<file path="src/rtl/serpent_xts_pkg.sv">
// Shared types and helpers for the XTS sequencer: FSM states, widths, byte-order and tweak arithmetic.
package serpent_xts_pkg;
   localparam int BLK_W = 128;
   localparam int KEY_W = 256;
   localparam logic [7:0] XTS_POLY = 8'h87;

   typedef enum logic [2:0] {
      S_IDLE, S_TWK_START, S_TWK_WAIT, S_BLK_IN, S_BLK_START, S_BLK_WAIT, S_BLK_OUT, S_DRAIN
   } xts_state_e;

   // Bus byte 0 sits in bits [127:120]; the little-endian integer has byte 0 in bits [7:0].
   function automatic logic [BLK_W-1:0] bus2le(input logic [BLK_W-1:0] b);
      logic [BLK_W-1:0] r;
      for (int i = 0; i < BLK_W/8; i++) r[8*i +: 8] = b[BLK_W-1-8*i -: 8];
      return r;
   endfunction

   function automatic logic [BLK_W-1:0] le2bus(input logic [BLK_W-1:0] x);
      return bus2le(x);
   endfunction

   function automatic logic [BLK_W-1:0] gf_mul_alpha(input logic [BLK_W-1:0] t);
      logic [BLK_W-1:0] x;
      x = bus2le(t);
      x = {x[BLK_W-2:0], 1'b0} ^ {{(BLK_W-8){1'b0}}, (x[BLK_W-1] ? XTS_POLY : 8'h00)};
      return le2bus(x);
   endfunction
endpackage

</file>
<file path="src/rtl/xts_tweak_reg.sv">
// Running XTS tweak T: loaded from the encrypted sector, stepped by alpha after each data block.
module xts_tweak_reg
   import serpent_xts_pkg::*;
(
   input  logic             clk,
   input  logic             rst_n,
   input  logic             load,
   input  logic [BLK_W-1:0] load_val,
   input  logic             upd,
   input  logic [BLK_W-1:0] a,
   input  logic [BLK_W-1:0] b,
   output logic [BLK_W-1:0] a_x,
   output logic [BLK_W-1:0] b_x
);
   logic [BLK_W-1:0] t;

   always_ff @(posedge clk or negedge rst_n) begin
      if (!rst_n)    t <= '0;
      else if (load) t <= load_val;
      else if (upd)  t <= gf_mul_alpha(t);
   end

   assign a_x = a ^ t;
   assign b_x = b ^ t;
endmodule

</file>
<file path="src/rtl/serpent_xts_ctrl.sv">
// XTS sector sequencer: tweak = E(key2, sector), then one block at a time through the shared core under key1.
module serpent_xts_ctrl
   import serpent_xts_pkg::*;
#(
   parameter int CNT_W = 16,
   parameter int TO_W  = 10
) (
   input  logic             i_clk,
   input  logic             i_rstn,
   input  logic             i_cmd_valid,
   output logic             o_cmd_ready,
   input  logic             i_cmd_dec,
   input  logic [63:0]      i_cmd_sector,
   input  logic [CNT_W-1:0] i_cmd_count,
   input  logic [KEY_W-1:0] i_key1,
   input  logic [KEY_W-1:0] i_key2,
   input  logic             i_abort,
   input  logic             i_in_valid,
   output logic             o_in_ready,
   input  logic [BLK_W-1:0] i_in_data,
   output logic             o_out_valid,
   input  logic             i_out_ready,
   output logic [BLK_W-1:0] o_out_data,
   output logic             o_done,
   output logic             o_err,
   output logic             o_core_key_valid,
   output logic             o_core_ena_en_de,
   output logic [KEY_W-1:0] o_core_key,
   output logic [BLK_W-1:0] o_core_data,
   input  logic [BLK_W-1:0] i_core_data,
   input  logic             i_core_data_valid
);
   // wdog counts cycles since the start pulse; expiry fires one short of all-ones so the pulse lands on it.
   localparam logic [TO_W-1:0] WD_LAST = {{(TO_W-1){1'b1}}, 1'b0};

   xts_state_e       state, state_n;
   logic [KEY_W-1:0] key1_r;
   logic             dec_r;
   logic [CNT_W-1:0] rem;
   logic [TO_W-1:0]  wdog;
   logic             cmd_acc, twk_res, blk_acc, blk_res, done_n, err_n, waiting;
   logic [BLK_W-1:0] pp, cc_x;

   xts_tweak_reg u_tweak (
      .clk(i_clk), .rst_n(i_rstn), .load(twk_res), .load_val(i_core_data), .upd(blk_res),
      .a(i_in_data), .b(i_core_data), .a_x(pp), .b_x(cc_x)
   );

   assign waiting = (state == S_TWK_WAIT) || (state == S_BLK_WAIT) || (state == S_DRAIN);

   always_ff @(posedge i_clk or negedge i_rstn) begin
      if (!i_rstn) state <= S_IDLE;
      else         state <= state_n;
   end

   always_comb begin
      state_n = state;
      cmd_acc = 1'b0; twk_res = 1'b0; blk_acc = 1'b0; blk_res = 1'b0;
      done_n = 1'b0;  err_n = 1'b0;
      o_cmd_ready = 1'b0; o_in_ready = 1'b0; o_out_valid = 1'b0; o_core_key_valid = 1'b0;
      unique case (state)
         S_IDLE: begin
            o_cmd_ready = 1'b1;
            if (i_cmd_valid) begin
               cmd_acc = 1'b1;
               if (i_cmd_count == '0) done_n = 1'b1;
               else                   state_n = S_TWK_START;
            end
         end
         S_TWK_START, S_BLK_START: begin
            o_core_key_valid = 1'b1;
            if (i_abort) state_n = S_IDLE;
            else         state_n = (state == S_TWK_START) ? S_TWK_WAIT : S_BLK_WAIT;
         end
         S_BLK_IN: begin
            o_in_ready = 1'b1;
            if (i_abort) state_n = S_IDLE;
            else if (i_in_valid) begin
               blk_acc = 1'b1;
               state_n = S_BLK_START;
            end
         end
         S_BLK_OUT: begin
            o_out_valid = 1'b1;
            if (i_abort) state_n = S_IDLE;
            else if (i_out_ready) begin
               done_n  = (rem == '0);
               state_n = (rem == '0) ? S_IDLE : S_BLK_IN;
            end
         end
         default: begin
            // a result coincident with abort, or any result while draining, is simply dropped
            if (i_core_data_valid) begin
               if (i_abort || state == S_DRAIN) state_n = S_IDLE;
               else if (state == S_TWK_WAIT) begin
                  twk_res = 1'b1;
                  state_n = S_BLK_IN;
               end else begin
                  blk_res = 1'b1;
                  state_n = S_BLK_OUT;
               end
            end else if (wdog == WD_LAST) begin
               err_n   = 1'b1;
               state_n = S_IDLE;
            end else if (i_abort) begin
               state_n = (state == S_DRAIN) ? S_IDLE : S_DRAIN;
            end
         end
      endcase
   end

   always_ff @(posedge i_clk or negedge i_rstn) begin
      if (!i_rstn) begin
         key1_r <= '0; dec_r <= 1'b0; rem <= '0; wdog <= '0;
         o_done <= 1'b0; o_err <= 1'b0; o_out_data <= '0;
         o_core_key <= '0; o_core_data <= '0; o_core_ena_en_de <= 1'b0;
      end else begin
         o_done <= done_n;
         o_err  <= err_n;
         if (cmd_acc) begin
            key1_r           <= i_key1;
            dec_r            <= i_cmd_dec;
            rem              <= i_cmd_count;
            o_core_key       <= i_key2;
            o_core_ena_en_de <= 1'b1;
            o_core_data      <= le2bus({{(BLK_W-64){1'b0}}, i_cmd_sector});
         end
         if (twk_res) begin
            o_core_key       <= key1_r;
            o_core_ena_en_de <= ~dec_r;
         end
         if (blk_acc) o_core_data <= pp;
         if (blk_res) begin
            o_out_data <= cc_x;
            rem        <= rem - CNT_W'(1);
         end
         if (o_core_key_valid) wdog <= TO_W'(1);
         else if (waiting)     wdog <= wdog + TO_W'(1);
      end
   end
endmodule

</file>
<file path="config.mk">
export PLATFORM = sky130hd
export DESIGN_NAME = serpent_xts_ctrl
export DESIGN_NICKNAME = d
export VERILOG_FILES = /design/src/rtl/serpent_xts_pkg.sv /design/src/rtl/xts_tweak_reg.sv /design/src/rtl/serpent_xts_ctrl.sv
export SDC_FILE = /design/constraint.sdc
export NUM_CORES = 2
export LEC_CHECK = 0
export ABC_AREA = 1
export BUFFER_PORTS_ARGS = -buffer_cell sky130_fd_sc_hd__buf_2
export CAP_MARGIN = 20
export CORE_AREA = 10 10 523 525
export DETAILED_ROUTE_END_ITERATION = 16
export DIE_AREA = 0 0 533 535
export PLACE_DENSITY = 0.36
export SYNTH_ARGS = -nofsm -noshare
export SYNTH_HDL_FRONTEND = slang
export SYNTH_SLANG_ARGS = --single-unit
</file>
<file path="constraint.sdc">
create_clock -name i_clk -period 2.74 [get_ports i_clk]
set_input_delay 0.685 -clock i_clk [delete_from_list [all_inputs] [get_ports i_clk]]
set_output_delay 0.685 -clock i_clk [all_outputs]
set_load 0.005 [all_outputs]
</file>
; ---- Word level (Yosys, flattened, before mapping)
; Cells that the tools add are included.
[word_totals]
reg_bits = 929
output_inout_bits = 519
elab_cells = 99
[classes]
add_sub_neg = 2
n_eq_ne = 12
muxes = 54
n_bitwise = 4
reduce_logical = 15
[ops]
columns = operator, count
row1 = 128-bit 2-to-1 mux, 4
row2 = 256-bit 2-to-1 mux, 2
row3 = 128-bit XOR, 2
row4 = 128-bit by 8-bit XOR with 128-bit output, 1
row5 = 3-bit 2-to-1 mux, 14
row6 = 16-bit logical NOT, 2
row7 = 16-bit 2-to-1 mux, 2
row8 = 1-bit 2-to-1 mux, 26
row9 = 10-bit 2-to-1 mux, 2
row10 = "16-bit by 1-bit subtractor with 16-bit output, second input constant", 1
row11 = "3-bit == test, second input constant", 4
row12 = 3-bit one-hot mux with 4 select lines, 1
row13 = "10-bit by 1-bit adder with 10-bit output, second input constant", 1
row14 = "10-bit == test, second input constant", 1
row15 = 2-bit nonzero test, 5
row16 = 8-bit 2-to-1 mux, 1
row17 = 7-bit nonzero test, 1
row18 = "3-bit by 2-bit == test with 1-bit output, second input constant", 2
row19 = "3-bit inequality test, second input constant", 2
row20 = 5-bit AND reduction, 1
row21 = 5-bit OR reduction, 1
row22 = "2-bit inequality test, second input constant", 2
row23 = "3-bit by 1-bit == test with 1-bit output, second input constant", 1
row24 = 3-bit logical NOT, 1
row25 = 5 further kinds, 7

; ---- Logic depth before layout (Yosys ltp)
[logic_depth]
word_depth = 7
depth_mapped = 12
mapped_depth_nobuf = 11

; ---- Cells and area by module
; Synthesis repeated with hierarchy kept, for this count alone.
[hier_totals]
cells_unflattened = 4665
hier_area_um2 = 41300.9
[by_module_without_submodules]
columns = module, instances, cells_per_inst, area_each_um2, seq_area_each_um2
row1 = serpent_xts_ctrl, 1, 3710, 33359.5, 20044.2
row2 = xts_tweak_reg, 1, 955, 7941.4, 3203.1

; ---- Worst setup path before layout
; Ideal clock, no wire load.
[synth_timing]
path_kind = input port to flip-flop
from = input i_core_data_valid
to = register rem[15]
setup_ps = 124
arrival_time_ps = 1691
path_slack_ps = 924
cell_stages = 9
n_path_buf = 2
cell_sequence = inv_2 nor2_1 nand4_1 buf_4 buf_6 nand2_1 inv_1 nand2_1 nand3_1
[synth_between]
elab_chain_len = 3
word_cells_on_any_way = 4
cone_classes = mux: 3 / reduce/logical: 1
[synth_rtl]
columns = element, line
row1 = from (decl), serpent_xts_ctrl.sv:31  ; input logic i_core_data_valid
row2 = 1-bit 2-to-1 mux (*), serpent_xts_ctrl.sv:93  ; if (i_core_data_valid) begin
row3 = 1-bit 2-to-1 mux (*), serpent_xts_ctrl.sv:61  ; unique case (state)
row4 = 16-bit 2-to-1 mux or 2-bit nonzero test (tied branches), --
row5 = to (signal assigned), serpent_xts_ctrl.sv:123  ; rem <= i_cmd_count;
row6 = to (signal assigned), serpent_xts_ctrl.sv:135  ; rem <= rem - CNT_W'(1);
row7 = to (decl), serpent_xts_ctrl.sv:39  ; logic [CNT_W-1:0] rem;
; Every way passes the cells marked *; elsewhere a longest branch is shown, timed or not.
; A chain may end at the register's enable or synchronous reset.

; ---- Final worst setup path
[layout_timing]
from = register state[1]
to = output o_core_key_valid
[layout_between]
elab_chain_len = 3
word_cells_on_any_way = 4
cone_classes = eq/ne: 2 / mux: 1 / reduce/logical: 1
[layout_rtl]
columns = element, line
row1 = from (decl), serpent_xts_ctrl.sv:36  ; xts_state_e state, state_n;
row2 = from (signal assigned), serpent_xts_ctrl.sv:53  ; else state <= state_n;
row3 = 3-bit by 1-bit == test with 1-bit output or 3-bit == test (tied branches), serpent_xts_ctrl.sv:61
row4 = 2-bit OR reduction (*), --
row5 = 1-bit 2-to-1 mux (*), serpent_xts_ctrl.sv:61
row6 = to (decl), serpent_xts_ctrl.sv:26  ; output logic o_core_key_valid,
; Marks and branches as above.

==> results_tabular.tex <==
\begin{tabular}{lr}
\hline
Metric & Value \\
\hline
\multicolumn{2}{l}{\textbf{Worst setup path}} \\
Crit path max fanout & 5 \\
CP peak stage delay & 460 ps \\
Launching point of the worst reg2reg path & state[0] \\
Type of element launching the critical path & flip-flop \\
Library cell contributing the largest single delay on the critical path & sky130\_fd\_sc\_hd\_\_dfrtp\_1 \\
Ordered cell list for the critical path & buf\_4, inv\_1, nand3\_1, nand2\_2, buf\_2 \\
Crit path capture type & output port \\
Arrival time worst endpoint & approximately 1800 ps \\
Cell family with the largest share of critical-path delay & flip-flops \\
CP Class & reg2out \\
CP Launch Point & state[1] \\
Req. time, crit path & 2060 ps \\
Crit path buf inv count & 3 \\
\multicolumn{2}{l}{\textbf{Synthesis}} \\
Total of flip-flops plus latches after synthesis & around 930 \\
Number of unique standard cell types used by synthesis & 31 \\
Avg Synthesized Cell Area & 8.93 µm² \\
Sequential share of the synthesized area & 55.9\% \\
YS warnings & 0 \\
Async set-or-reset flop fraction in the synthesized netlist & 100\% \\
Synthesized netlist cell count & 4654 \\
Cell Area, Synth & between 0.04 and 0.05 mm² \\
Synthesized Nets & around 5.5k \\
Top flip-flop cell by instance count after synthesis & sky130\_fd\_sc\_hd\_\_dfrtp\_1 \\
Number of flops mapped to enable cells by yosys & 0 \\
\multicolumn{2}{l}{\textbf{Routing}} \\
Uppermost routed layer & met5 \\
Total wire length & 231 mm \\
Number of design-rule violations left by the first detailed-router iteration & just under 3k \\
TritonRoute pass-1 iters & 5 \\
Vias per Instance & between 3 and 4 \\
\# DRC & 0 \\
Routed wirelength normalized by instance count & 23.9 µm \\
DR vias & 38.7k \\
Amount of wire on met2 after detailed routing & 104 mm \\
M1 WL & 92.1 mm \\
Post-detailed-route count of antenna-violating nets & 0 \\
Total length of routed met3 wires & 19.8 mm \\
\multicolumn{2}{l}{\textbf{Worst hold path}} \\
Hold Crit Start & i\_key1[137] \\
Worst Hold Class & in2reg \\
\multicolumn{2}{l}{\textbf{Floorplan}} \\
Std cell rows & 189 \\
Number of ports placed on the die boundary & 1375 \\
Die area & 0.285 mm² \\
Die extent in x & 533 µm \\
Initial Utilization & 15.8\% \\
Die Ht & 535 µm \\
Core region area & $\sim$0.26 mm² \\
\multicolumn{2}{l}{\textbf{STA}} \\
Pin slew with the least headroom to its limit & 1030 ps \\
Upper clock frequency limit & just under 0.4 GHz \\
Worst Clk Skew & 51.2 ps \\
Worst rel slew slack & 31.2\% \\
Clock period minus final worst setup slack & about 2500 ps \\
Count of endpoints failing setup in the final report & 0 \\
Minimum hold slack & 122 ps \\
Final cycle utilization of the critical path & 92.1\% \\
Sum of negative setup slack & 0 ps \\
Final WS setup & 216 ps \\
Max-slew violation count & 0 \\
Final Hold Violating Endpoints & 0 \\
RSZ-0062 raised after global routing & false \\
\multicolumn{2}{l}{\textbf{Global route}} \\
Vias in the first global route & 39.9k \\
Wire length of the first global-routing pass & 320 mm \\
Antenna violations before repair & $\sim$110 \\
Global route total overflow & 0 \\
Global-route usage over all layers & 15.5\% \\
Maximum number of pins on one net before global-route repair & approximately 130 \\
\multicolumn{2}{l}{\textbf{Outcome}} \\
Outcome & completed \\
\multicolumn{2}{l}{\textbf{Final layout}} \\
Most common cell after layout, fill and taps aside & sky130\_fd\_sc\_hd\_\_buf\_2 \\
Number of nets in the finished design & roughly 7k \\
Area growth from synthesis to layout & 37.4\% \\
Non-filler instance count after layout & 9676 \\
Share of cells above drive strength 1 & between 20\% and 30\% \\
Most used cells in the layout excluding fill and tap cells & 1373 x sky130\_fd\_sc\_hd\_\_buf\_2, 1274 x sky130\_fd\_sc\_hd\_\_nand2\_1, 928 x sky130\_fd\_sc\_hd\_\_dfrtp\_1 \\
\multicolumn{2}{l}{\textbf{Power}} \\
Leakage power & between 20 and 30 nW \\
Maximum VDD drop & 0.000522 V \\
Power per standard cell area & 1120 mW/mm² \\
\multicolumn{2}{l}{\textbf{CTS}} \\
Count of clock tree sinks & around 930 \\
Total clock buffers created by CTS & 118 \\
Longest Clk Path Bufs & 3 \\
Clock network latency to the later pin of the worst-skew pair & 780 ps \\
Clock tree from TritonCTS & built \\
Clock transition at the register clock pins on the worst setup and hold paths after CTS & 60 ps \\
Root Buffer & sky130\_fd\_sc\_hd\_\_clkbuf\_16 \\
Max H-tree Level & 3 \\
\multicolumn{2}{l}{\textbf{Place}} \\
Last weighted congestion value of the routability-driven placer & 0.840 \\
Post-detailed-placement half-perimeter wirelength & 185 mm \\
DP Cell Count & about 9.4k \\
Post-place setup slack & 173 ps \\
Number of port buffers & 1374 \\
\multicolumn{2}{l}{\textbf{Flow run}} \\
MaxCap Viol Count & 0 \\
\hline
\end{tabular}
==> metrics by stage <==
step	util [%]	area, µm²	total power [mW]
after global routing	21.6	57000	68.7
after CTS	21.6	57000	65.5
after global placement	20.1	53000	48.7
after floorplan	-	41600	35.3
final	21.7	57100	64.0
after detailed placement	20.1	53000	48.8
==> Yosys cell counts (6+ instances only) <==
| cell type | n | area (µm²) |
|---|---|---|
| sky130_fd_sc_hd__buf_1 | 24 | 90.1 |
| sky130_fd_sc_hd__buf_4 | 47 | 353 |
| sky130_fd_sc_hd__nor2_1 | 114 | 428 |
| sky130_fd_sc_hd__buf_2 | 108 | 541 |
| sky130_fd_sc_hd__o211ai_1 | 260 | 1950 |
| sky130_fd_sc_hd__o21ai_0 | 176 | 881 |
| sky130_fd_sc_hd__xor2_1 | 69 | 604 |
| sky130_fd_sc_hd__xnor2_1 | 130 | 1140 |
| sky130_fd_sc_hd__clkbuf_1 | 95 | 357 |
| sky130_fd_sc_hd__nand2_1 | 1275 | 4790 |
| sky130_fd_sc_hd__nand4_1 | 6 | 37.5 |
| sky130_fd_sc_hd__buf_6 | 16 | 180 |
| sky130_fd_sc_hd__dfrtp_1 | 929 | 23200 |
| sky130_fd_sc_hd__inv_1 | 474 | 1780 |
| sky130_fd_sc_hd__o31ai_2 | 62 | 776 |
| sky130_fd_sc_hd__nand3_1 | 166 | 831 |
| sky130_fd_sc_hd__o21ai_1 | 670 | 3350 |
| sky130_fd_sc_hd__inv_2 | 7 | 26.3 |
| sky130_fd_sc_hd__a21oi_1 | 8 | 40.0 |
==> metal layers <==
metal	up-vias	GRT usage [%]
met5	-	0
met4	98	8.34
met3	414	5.62
met2	1490	24.7
met1	18800	18.2
li1	17900	-
==> cell type report <==
cell class              count  area [µm²]
fillers                 29500      206000
flip-flops and latches    929       23200
multi-input cells        2954       15000
repair buffers           1524        8550
well taps                3533        4420
clock buffers             178        3490
inverters                 481        1810
clock inverters            35         453
diodes                     42         105
==> path summary, 6_finish.rpt <==
check | end | slack, ps | depth (start not counted)
setup / recovery | o_core_key_valid | 220 | 5
hold / removal | key1_r[137] | 120 | 3
setup reg to reg | key1_r[115] | 360 | 9
hold reg to reg | o_core_ena_en_de | 470 | 1
max in group asynchronous | o_out_data[52] | 1230 | 4
min in group asynchronous | o_core_key[175] | 480 | 2
==> state kept, by name, indices dropped and copies added (netlist names) <==
signal,count
state,3
dec_r,1
key1_r,256
o_err,1
wdog,10
o_core_data,128
o_core_ena_en_de,1
o_done,1
o_core_key,256
rem,16
u_tweak.t,128
o_out_data,128
==> kinds of logic after synthesis <==
family	synth area share, %
AO/OA/AOI/OAI	16.9
AND/OR/NAND/NOR	14.8
adder cells (fa/ha/maj)	0.0903
flip-flops	55.9
XOR/XNOR	4.19
buffers and inverters	8.00
==> worst reg2reg max path, cell delays in order, from the launching register on <==
cell and delay [ps]:
sky130_fd_sc_hd__dfrtp_2 470, sky130_fd_sc_hd__nor2_2 130, sky130_fd_sc_hd__nand2_1 90, sky130_fd_sc_hd__inv_2 120
sky130_fd_sc_hd__nand2_8 80, sky130_fd_sc_hd__inv_8 80, sky130_fd_sc_hd__buf_12 160, sky130_fd_sc_hd__buf_12 390
sky130_fd_sc_hd__nand2_1 560, sky130_fd_sc_hd__o21ai_1 170
==> repair_timing <==
action | in CTS | in global routing
resized for setup | 0 | 2
hold endpoints to repair | 13 | 0
hold buffers | 1 | 0
setup buffers | 0 | 0
setup endpoints to repair | 0 | 2
==> power by group <==
part | internal, mW | switching, mW | total, mW
logic | 8.44 | 14.4 | 22.8
clock network | 9.32 | 6.78 | 16.1
registers | 20.0 | 5.06 | 25.1
No activity file was read; power rests on OpenSTA's default activity.
